<file path="config.mk">
export PLATFORM = sky130hd
export DESIGN_NAME = car_collision
export DESIGN_NICKNAME = d
export VERILOG_FILES = /design/src/rtl/car_collision.sv
export SDC_FILE = /design/constraint.sdc
export NUM_CORES = 1
export LEC_CHECK = 0
export ABC_CLOCK_PERIOD_IN_PS = 5900
export BUFFER_PORTS_ARGS = -buffer_cell sky130_fd_sc_hd__buf_4
export CORE_UTILIZATION = 58
export CTS_CLUSTER_DIAMETER = 120
export DETAILED_ROUTE_END_ITERATION = 7
export GPL_TIMING_DRIVEN = 0
export PLACE_DENSITY = 0.84
export SYNTH_ARGS = -nofsm -noshare
export SYNTH_HDL_FRONTEND = slang
export SYNTH_SLANG_ARGS = --single-unit
</file>
<file path="constraint.sdc">
create_clock -name i_clk -period 5.9 [get_ports i_clk]
set_input_delay 1.475 -clock i_clk [delete_from_list [all_inputs] [get_ports i_clk]]
set_output_delay 1.475 -clock i_clk [all_outputs]
set_load 0.005 [all_outputs]
</file>
<file path="src/rtl/car_collision.sv">
// Collision checker between the frog and six lane cars: snapshots positions per frame,
// scans one car per cycle, and runs the lives/respawn/grace/game-over sequence.
module car_collision #(
  parameter int CAR_W        = 32,
  parameter int FROG_W       = 16,
  parameter int FROG_H       = 16,
  parameter int LANE_Y_BASE  = 64,
  parameter int LANE_PITCH   = 48,
  parameter int LANE_H       = 32,
  parameter int LIVES_INIT   = 3,
  parameter int GRACE_FRAMES = 60
) (
  input  logic       i_clk,
  input  logic       i_rst_n,
  input  logic [9:0] i_car_x1,
  input  logic [9:0] i_car_x2,
  input  logic [9:0] i_car_x3,
  input  logic [9:0] i_car_x4,
  input  logic [9:0] i_car_x5,
  input  logic [9:0] i_car_x6,
  input  logic [9:0] i_frog_x,
  input  logic [9:0] i_frog_y,
  input  logic       i_frame_tick,
  input  logic       i_respawn_ack,
  input  logic       i_restart,
  output logic       o_hit,
  output logic [2:0] o_hit_idx,
  output logic       o_respawn_req,
  output logic [1:0] o_lives,
  output logic       o_game_over,
  output logic [2:0] o_state
);

  localparam int GW = (GRACE_FRAMES < 1) ? 1 : $clog2(GRACE_FRAMES + 1);

  typedef enum logic [2:0] {
    S_IDLE, S_SCAN, S_HIT, S_WAIT_ACK, S_GRACE, S_OVER
  } state_t;

  // Handshake: o_respawn_req rises on entry to WAIT_ACK and stays high until an
  // i_respawn_ack is seen from the second WAIT_ACK cycle onward; it drops the cycle after.
  state_t        r_state, w_next;
  logic [9:0]    r_car [6];
  logic [9:0]    r_fx, r_fy;
  logic [2:0]    r_idx;
  logic          r_hit;
  logic [2:0]    r_hit_idx;
  logic          r_req;
  logic          r_armed;
  logic [1:0]    r_lives;
  logic [GW-1:0] r_grace;

  logic [9:0]  w_sel_x, w_dx1, w_dx2;
  logic [10:0] w_top, w_fy11;
  logic        w_row, w_col, w_overlap;

  always_comb begin
    w_sel_x = r_car[0];
    case (r_idx)
      3'd1:    w_sel_x = r_car[1];
      3'd2:    w_sel_x = r_car[2];
      3'd3:    w_sel_x = r_car[3];
      3'd4:    w_sel_x = r_car[4];
      3'd5:    w_sel_x = r_car[5];
      default: w_sel_x = r_car[0];
    endcase
  end

  // 11-bit row compare avoids overflow of frog_y+FROG_H; 10-bit column differences wrap on purpose.
  assign w_top     = 11'(LANE_Y_BASE + LANE_PITCH * int'(r_idx));
  assign w_fy11    = {1'b0, r_fy};
  assign w_row     = (w_fy11 < w_top + 11'(LANE_H)) && (w_fy11 + 11'(FROG_H) > w_top);
  assign w_dx1     = r_fx - w_sel_x;
  assign w_dx2     = w_sel_x - r_fx;
  assign w_col     = (w_dx1 < 10'(CAR_W)) || (w_dx2 < 10'(FROG_W));
  assign w_overlap = w_row && w_col;

  always_comb begin
    w_next = r_state;
    case (r_state)
      S_IDLE:     if (i_frame_tick) w_next = S_SCAN;
      S_SCAN:     if (w_overlap) w_next = S_HIT;
                  else if (r_idx == 3'd5) w_next = S_IDLE;
      S_HIT:      w_next = (r_lives == 2'd0) ? S_OVER : S_WAIT_ACK;
      S_WAIT_ACK: if (r_armed && i_respawn_ack) w_next = S_GRACE;
      S_GRACE:    if (r_grace == '0) w_next = S_IDLE;
      S_OVER:     w_next = S_OVER;
      default:    w_next = S_IDLE;
    endcase
    if (i_restart) w_next = S_IDLE;
  end

  always_ff @(posedge i_clk or negedge i_rst_n) begin
    if (!i_rst_n) begin
      r_state   <= S_IDLE;
      r_car     <= '{default: '0};
      r_fx      <= '0;
      r_fy      <= '0;
      r_idx     <= '0;
      r_hit     <= 1'b0;
      r_hit_idx <= '0;
      r_req     <= 1'b0;
      r_armed   <= 1'b0;
      r_lives   <= 2'(LIVES_INIT);
      r_grace   <= '0;
    end else begin
      r_state <= w_next;
      r_hit   <= 1'b0;
      if (i_restart) begin
        r_lives <= 2'(LIVES_INIT);
        r_req   <= 1'b0;
        r_armed <= 1'b0;
        r_grace <= '0;
      end else begin
        case (r_state)
          S_IDLE: if (i_frame_tick) begin
            r_car <= '{i_car_x1, i_car_x2, i_car_x3, i_car_x4, i_car_x5, i_car_x6};
            r_fx  <= i_frog_x;
            r_fy  <= i_frog_y;
            r_idx <= '0;
          end
          S_SCAN: if (w_overlap) begin
            r_hit     <= 1'b1;
            r_hit_idx <= r_idx;
            r_lives   <= (r_lives != 2'd0) ? r_lives - 2'd1 : 2'd0;
          end else begin
            r_idx <= r_idx + 3'd1;
          end
          S_HIT: if (r_lives != 2'd0) begin
            r_req   <= 1'b1;
            r_armed <= 1'b0;
          end
          S_WAIT_ACK: if (!r_armed) begin
            r_armed <= 1'b1;
          end else if (i_respawn_ack) begin
            r_req   <= 1'b0;
            r_armed <= 1'b0;
            r_grace <= GW'(GRACE_FRAMES);
          end
          S_GRACE: if (i_frame_tick && r_grace != '0) r_grace <= r_grace - GW'(1);
          default: ;
        endcase
      end
    end
  end

  assign o_hit         = r_hit;
  assign o_hit_idx     = r_hit_idx;
  assign o_respawn_req = r_req;
  assign o_lives       = r_lives;
  assign o_game_over   = (r_state == S_OVER);
  assign o_state       = r_state;

endmodule

</file>
Yosys cells after proc, flatten, opt, wreduce, memory -nomap -nowiden
Index checks and enable logic that the tools add are counted.
- output and inout port bits: 11
- flip-flop bits (word level): 100
- bits of input ports: 85
- logic and storage cells: 107
- equal/unequal tests: 20
- multiply operators: 1
- order comparisons: 4
- reduce and logical (&&, ||, !) cells: 23
- bitwise gates (word level): 1
- add/sub/neg operators: 8
- muxes and demuxes: 34
- operator list (cell ; count):
    10-bit one-hot mux with 5 select lines ; 1
    3-bit 2-to-1 mux ; 9
    6-bit 2-to-1 mux ; 4
    3-bit != test (second input constant) ; 7
    10-bit subtractor ; 2
    3-bit one-hot mux with 6 select lines ; 1
    4-bit AND reduction ; 4
    3-bit by 2-bit equality test with 1-bit output (second input constant) ; 4
    3-bit equality test (second input constant) ; 4
    6-bit one-hot mux with 2 select lines ; 1
    10-bit by 5-bit adder with 11-bit output (second input constant) ; 1
    10-bit by 6-bit adder with 11-bit output (second input constant) ; 1
    11-bit by 10-bit greater-than comparator with 1-bit output ; 1
    10-bit by 11-bit less-than comparator with 1-bit output ; 1
    1-bit 2-to-1 mux ; 11
    7-bit by 9-bit adder with 10-bit output (first input constant) ; 1
    10-bit by 5-bit less-than comparator with 1-bit output (second input constant) ; 1
    10-bit by 6-bit less-than comparator with 1-bit output (second input constant) ; 1
    2-bit 2-to-1 mux ; 4
    2-bit nonzero test ; 4
    3-bit by 1-bit equality test with 1-bit output (second input constant) ; 2
    6-bit logical NOT ; 1
    3-bit one-hot mux with 2 select lines ; 1
    3-bit AND reduction ; 2
    15 further kinds ; 22

Longest topological paths before layout
Gate-level depths: netlist of the first run.
- word-level depth: 9
- depth in mapped cells: 20
- depth with buffers taken out: 17

Worst setup path before layout of the first run
Ideal clock, no wire load.
- path type: flip-flop to flip-flop
- from: register r_idx[2]
- to: register r_lives[1] (netlist: o_lives[1])
- library setup time: 77 ps
- path slack: 1094 ps
- stages on the path, launching flop included: 18
- arrival time: 4729 ps
- path buffers: 2
- required time: 5823 ps
- clock period less this slack: 4806 ps
- cells stage by stage: dfrtp_1 buf_6 clkbuf_1 inv_1 fa_1 inv_1 ha_1 xor2_1 nor3b_1 xnor2_1 ha_1 or2_2 a32o_1 or4_4 nor4_4 a32oi_4 or4_1 a21o_1
- longest elaborated chain between the ends: 8
- elaborated cells between the ends (all ways): 20
- those cells by class: add/sub (4); mul (1); order compare (4); eq/ne (5); mux (1); reduce/logical (5)
- RTL lines (item ; line ; RTL):
    from (decl) ; 45 ; logic [2:0] r_idx;
    from (signal assigned) ; 127 ; r_idx <= r_idx + 3'd1;
    2-bit by 3-bit multiplier with 5-bit output, or another cell as far along ; 70 ; assign w_top = 11'(LANE_Y_BASE + LANE_PITCH * int'(r_idx));
    7-bit by 9-bit adder with 10-bit output / 10-bit one-hot mux with 5 select lines (equally long branches) ; 70, 59 ;
    10-bit by 6-bit adder with 11-bit output, or another cell as far along ; 72 ; assign w_row = (w_fy11 < w_top + 11'(LANE_H)) && (w_fy11 + 11'(FROG_H) > w_top);
    10-bit by 11-bit less-than comparator with 1-bit output, or another cell as far along ; 72 ;
    1-bit logical AND / 1-bit logical OR (equally long branches) ; 72, 75 ;
    1-bit logical AND * ; 76 ; assign w_overlap = w_row && w_col;
    2-bit nonzero test (no source line) * ; -- ;
    2-bit AND reduction (no source line) * ; -- ;
    to (signal assigned) ; 104 ; r_lives <= 2'(LIVES_INIT);
    to (signal assigned) ; 110 ; r_lives <= 2'(LIVES_INIT);
    to (signal assigned) ; 125 ; r_lives <= (r_lives != 2'd0) ? r_lives - 2'd1 : 2'd0;
    to (decl) ; 50 ; logic [1:0] r_lives;
Every way passes the cells marked *; elsewhere a longest branch is shown, timed or not.
A chain may end at the register's enable or synchronous reset.

Final worst setup path of the first run
- from: register r_idx[2]
- to: register r_state[1] (netlist: o_state[1])
- longest elaborated chain between the ends: 9
- elaborated cells between the ends (all ways): 23
- those cells by class: add/sub (4); mul (1); order compare (4); eq/ne (6); mux (4); reduce/logical (4)
- RTL lines (item ; line ; RTL):
    2-bit by 3-bit multiplier with 5-bit output, or another cell as far along ; 70 ;
    7-bit by 9-bit adder with 10-bit output / 10-bit one-hot mux with 5 select lines (equally long branches) ; 70, 59 ;
    10-bit by 6-bit adder with 11-bit output, or another cell as far along ; 72 ;
    10-bit by 11-bit less-than comparator with 1-bit output, or another cell as far along ; 72 ;
    1-bit logical AND / 1-bit logical OR (equally long branches) ; 72, 75 ;
    1-bit logical AND ; 76 ;
    3-bit 2-to-1 mux ; 82 ; S_SCAN: if (w_overlap) w_next = S_HIT;
    3-bit one-hot mux with 6 select lines ; 80 ; case (r_state)
    3-bit 2-to-1 mux ; 90 ; if (i_restart) w_next = S_IDLE;
    to (signal assigned) ; 107 ; r_state <= w_next;
    to (decl) ; 42 ; state_t r_state, w_next;
Parallel ways exist; a longest one is shown, timed or not.

==> flow_metrics.tcl, run 1 <==
set metrics [dict create \
    critPathBufInv 4 \
    p_seq_frac 0.262 \
    maxCapViolCount 0 \
    layout_common_cells "dfrtp_1, buf_4, mux2_2" \
    hold_violations 0 \
    dieHeight_um 104 \
    std_cell_rows 37 \
    critPathKind "reg2reg" \
    tritoncts "built" \
    pre_cts_slack_ps 114 \
    p_int_mw 2.45 \
    slowest_stage "dfrtp_1" \
    period_share 0.899 \
    grt_overflow 0 \
    cts_buffer_depth 2 \
    crit_fanout 19 \
    die_w_um 104 \
    nets 799 \
    vias_per_cell 5.97 \
    vdd_drop_max_v 0.000337 \
    fin_skew_ps 11.5 \
    critPathLaunchType "flop" \
    syn-cell-area_mm2 0.00609 \
    core_mm2 0.0102 \
    synth_fp_nets 694 \
    crit_start "r_idx[2]" \
    final_max_slew_viol_count 0 \
    cts_made_buffers 9 \
    place_congestion 0.886 \
    max-slew-margin-rel 0.382 \
    post-cts-setup-buffer-count 0 \
    async_flop_share 1.00 \
    ys_warn_count 0 \
    power.density_mw_per_mm2 649 \
    final_common_cell "dfrtp_1" \
    ys_seq_elements 100 \
    boundaryPins 96 \
    clock_sinks 100 \
    worstMarginPinSlew_ps 926 \
    dp_hpwl_um 11100 \
    antenna_found_initial 0 \
    via_count 4846 \
    max_stage_delay_ps 470 \
    wl_um 14700 \
    drc 0 \
    hp-class "reg2reg" \
    htree_num_levels 3 \
    setup_violations 0 \
    syn_to_final_growth_pct 17.4 \
    critPathTopFamily "simple AND/OR/NAND/NOR gates" \
    antenna_cells 0 \
    synth_edf_count 0 \
    grt_max_degree 101 \
    power_leakage_nw 3.22 \
    syn_inst 566 \
    die_area_mm2 0.0109 \
    arrival_ps 5570 \
    grt_pass1_wl_um 24600 \
    synthTopCellsByArea "dfrtp_1, mux2_2, ha_1" \
    cp-end-kind "flop" \
    seq_area_frac_synth 0.411 \
    outcome "complete, no violations" \
    p_comb_frac 0.650 \
    drtPass1Iterations 5 \
    synthFlopType "dfrtp_1" \
    io_buffer_count 95 \
    synth_top_area_share 0.403 \
    antenna_left 0 \
    clock_power_share 0.088 \
    tns_ps 0 \
    swShare 0.472 \
    postCtsHoldBufs 0 \
    layout-drive-gt1-share 0.318 \
    clk_latency_ps 380 \
    grt_pass1_vias 5038 \
    fmaxAchievable_mhz 188 \
    worst_ep_required_time_ps 6170 \
    path_clk_slew_ps 100 \
    regToRegStartpoint "r_idx[2]" \
    p_switching_mw 2.19 \
    min_period_ps 5310 \
    yosysTopAreaCell "dfrtp_1" \
    track_usage 0.289 \
    initial_core_util 0.595 \
    cts_resized 0 \
    grt_setup_unrepaired "no" \
    worstPathCellList "buf_6, inv_1, ha_1, nor2_1, nand2_1, clkbuf_1, nand3_1, o21a_1, ha_1, clkbuf_1, a211oi_1, nand2_1, a2111oi_0, nor2_1, or3b_1, and4_1, a32oi_4, nor2_2, or3_1" \
    root_buffer "clkbuf_8" \
    hold_start "o_hit_idx[1]" \
    fin_ws_ps 595 \
    drtIter0Drc 293 \
    post_drt_wl_per_cell_um 18.1 \
    avgSynthCellArea_um2 10.8 \
    synth_cell_type_count 66 \
]
-- cell usage after synthesis, drive strengths merged (4+ instances only) --
cell type,instances
dfrtp,98
mux2,94
ha,41
inv,36
nand2,29
clkbuf,25
nand3,25
nor2,25
a21oi,24
o21ai,20
o21a,12
nor3,10
a21o,9
a222oi,9
o211ai,7
xnor2,7
a211oi,6
a31oi,6
and3,6
xor2,6
and2,4
nand2b,4
nor4,4
-- worst reg2reg max path: cells and delay by family (launching register included) --
kind                     cells  cell delay (ps)
AND/OR/NAND/NOR              9             1950
AO/OA/AOI/OAI                4             1370
buffers and inverters        4              940
flip-flops                   1              470
adder cells (fa/ha/maj)      2              470
-- final cells by class --
cell class                      instances  area [µm²]
Timing Repair Buffer                   95         717
Sequential cell                       100        2500
Inverter                               36         135
Buffer                                 26         105
Multi-Input combinational cell        403        3340
Tap cell                              136         170
Clock buffer                           10         128
Clock inverter                          6        48.8
Fill cell                             764        3080
-- per-layer routing --
layer	share of wire	track usage	vias to the layer above	wire length, µm
li1	-	-	2271	-
met1	0.43	0.364	2391	6290
met2	0.50	0.494	160	7370
met3	0.052	0.0589	24	768
met4	0.020	0.101	0	291
met5	0	0	-	0
-- path summary, 6_finish.rpt --
path	to	slack (ps)	cells after the start
max in group asynchronous	r_fx[5]	4090	1
min in group asynchronous	o_respawn_req	1140	1
max	o_state[1]	590	19
min	o_hit_idx[1]	500	1
max reg2reg	o_state[1]	590	19
min reg2reg	o_hit_idx[1]	500	1
-- metrics by stage --
step | instance area (µm²) | instances | total power, mW | hold slack [ps] | util
final | 7150 | 812 | 4.64 | 501 | 0.699
after global routing | 7150 | 812 | 5.04 | 529 | 0.699
after CTS | 7150 | 813 | 4.62 | 510 | 0.699
after detailed placement | 6970 | 797 | 4.19 | 488 | 0.681
after global placement | 6970 | 797 | 4.11 | 475 | 0.681
after floorplan | 6090 | 566 | 3.46 | 467 | -
-- logic make-up after synthesis --
logic type / count (synthesis) / synth area share
DFF: 100 / 0.411
xor gates and xnor gates: 13 / 0.0199
muxes: 97 / 0.179
AOI/OAI and AO/OA: 123 / 0.149
and+or+nand+nor: 127 / 0.109
buffers and inverters: 63 / 0.0401
adders and majority gates: 43 / 0.0908
-- power groups by stage --
stage                     clock, mW  sequential [mW]  combinational [mW]
after detailed placement          0             1.23                2.96
after global routing          0.447             1.26                3.33
after global placement            0             1.20                2.91
final                         0.407             1.22                3.02
after CTS                     0.418             1.21                2.98
after floorplan                   0             1.15                2.31
-- flip-flops by register name, summed over array words and instances (netlist names) --
register	cells
r_grace	6
o_respawn_req	1
r_idx	3
o_lives	2
o_hit_idx	3
r_fx	10
o_state	3
r_fy	10
r_armed	1
o_hit	1
r_car	60
No activity file was read; power rests on OpenSTA's default activity.
==> run 2, diff against run 1 <==
- CTS_BUF_LIST: default -> sky130_fd_sc_hd__clkbuf_4 sky130_fd_sc_hd__clkbuf_8 sky130_fd_sc_hd__clkbuf_16
==> flow_metrics.tcl, run 2 (synthesis gave the netlist of run 1 again) <==
set metrics [dict create \
    root_buffer "clkbuf_8" \
    setup_violations 0 \
    final_common_cell "dfrtp_1" \
    max_stage_delay_ps 470 \
    antenna_left 0 \
    wl_um 14700 \
    max-slew-margin-rel 0.381 \
    grt_overflow 0 \
    std_cell_rows 37 \
    fin_cells 812 \
    layout_common_cells "dfrtp_1, buf_4, mux2_2" \
    path_clk_slew_ps 100 \
    outcome "complete, no violations" \
    slowest_stage "dfrtp_1" \
    dieHeight_um 104 \
    post-cts-setup-buffer-count 0 \
    power_leakage_nw 3.23 \
    placed_area_mm2 0.00697 \
    largest_register "r_car" \
    worst_ep_required_time_ps 6170 \
    place_congestion 0.886 \
    grt_max_degree 101 \
    largest_reg_flops 60 \
    die_area_mm2 0.0109 \
    grt_pass1_wl_um 24600 \
    io_buffer_count 95 \
    crit_fanout 19 \
    largestRegisters "r_car (60), r_fx (10), r_fy (10)" \
    critPathBufInv 4 \
    critPathLaunchType "flop" \
    worstMarginPinSlew_ps 928 \
    ff_latch_area_mm2 0.00250 \
    grt_setup_unrepaired "no" \
    vias_per_cell 5.94 \
    n_fill_cell 764 \
    arrival_ps 5540 \
    vdd_drop_max_v 0.000337 \
    cts_resized 0 \
    via_count 4824 \
    power.density_mw_per_mm2 650 \
    htree_num_levels 3 \
    clock_sinks 100 \
    layout-drive-gt1-share 0.320 \
    initial_core_util 0.595 \
    drtPass1Iterations 6 \
    fin_skew_ps 11.6 \
    critPathTopFamily "simple AND/OR/NAND/NOR gates" \
    dp_cells 797 \
    tns_ps 0 \
    cp-end-kind "flop" \
    post_drt_wl_per_cell_um 18.1 \
    dp_hpwl_um 11100 \
    postCtsHoldBufs 0 \
    cts_made_buffers 9 \
    critPathKind "reg2reg" \
    tritoncts "built" \
    drtIter0Drc 282 \
    multiInputGateArea_mm2 0.00334 \
    fmaxAchievable_mhz 190 \
    fin_area_mm2 0.00715 \
    final_max_slew_viol_count 0 \
    hp-class "reg2reg" \
    worstPathCellList "buf_6, inv_1, ha_1, nor2_1, nand2_1, clkbuf_1, nand3_1, o21a_1, ha_1, clkbuf_1, a211oi_1, nand2_1, a2111oi_0, nor2_1, or3b_1, and4_1, a32oi_4, nor2_2, or3_1" \
    die_w_um 104 \
    core_mm2 0.0102 \
    syn_to_final_growth_pct 17.5 \
    antenna_cells 0 \
    maxCapViolCount 0 \
    track_usage 0.289 \
    clk_latency_ps 380 \
    antenna_found_initial 0 \
    period_share 0.894 \
    hold_violations 0 \
    cts_buffer_depth 2 \
    nets 799 \
    boundaryPins 96 \
    min_period_ps 5280 \
    grt_pass1_vias 5043 \
    drc 0 \
]
-- run 2: cell counts in the layout (fill, tap and decap cells not counted) --
Identical to the previous run, type by type.
-- run 2: cell type report --
type / count / share of cell area
Multi-Input combinational cell: 403 / 0.467
Buffer: 26 / 0.0147
Clock inverter: 6 / 0.00682
Clock buffer: 10 / 0.0184
Tap cell: 136 / 0.0238
Sequential cell: 100 / 0.350
Timing Repair Buffer: 95 / 0.100
Inverter: 36 / 0.0189
-- run 2: worst reg2reg max path, delay by kind of cell, from the launching register on --
kind	cells	cell delay, ps
and+or+nand+nor	9	1930
AOI/OAI and AO/OA	4	1350
buffers and inverters	4	920
DFF	1	470
adders and majority gates	2	470
-- run 2: power by group --
| group | internal, mW | switching, mW | total (mW) |
|---|---|---|---|
| logic | 1.30 | 1.71 | 3.01 |
| clock network | 0.161 | 0.253 | 0.414 |
| registers | 0.994 | 0.226 | 1.22 |
-- run 2: path summary, 6_finish.rpt --
check	from	end	slack [ps]	cells past startpoint
worst max-delay path	r_idx[2]	o_state[1]	620	19
min in group asynchronous	i_rst_n	o_respawn_req	1140	1
max in group asynchronous	i_rst_n	r_car[48]	4100	1
worst min register to register	o_hit_idx[1]	o_hit_idx[1]	500	1
worst max register to register	r_idx[2]	o_state[1]	620	19
worst min-delay path	o_hit_idx[1]	o_hit_idx[1]	500	1
-- run 2: per-stage QoR --
stage           util  hold WS (ps)  power [mW]  setup WS, ps
4_1_cts        0.699           510        4.62          85.8
3_5_place_dp   0.681           488        4.19           114
3_3_place_gp   0.681           475        4.11           320
2_1_floorplan      -           467        3.46          1090
5_1_grt        0.699           529        5.04           104
6_report       0.699           501        4.65           623
-- run 2: routing by layer --
metal | vias up | global-route usage | part of all wire
met3 | 29 | 0.0595 | 0.051
met2 | 152 | 0.492 | 0.50
met1 | 2375 | 0.364 | 0.43
li1 | 2268 | - | -
met5 | - | 0 | 0
met4 | 0 | 0.105 | 0.024
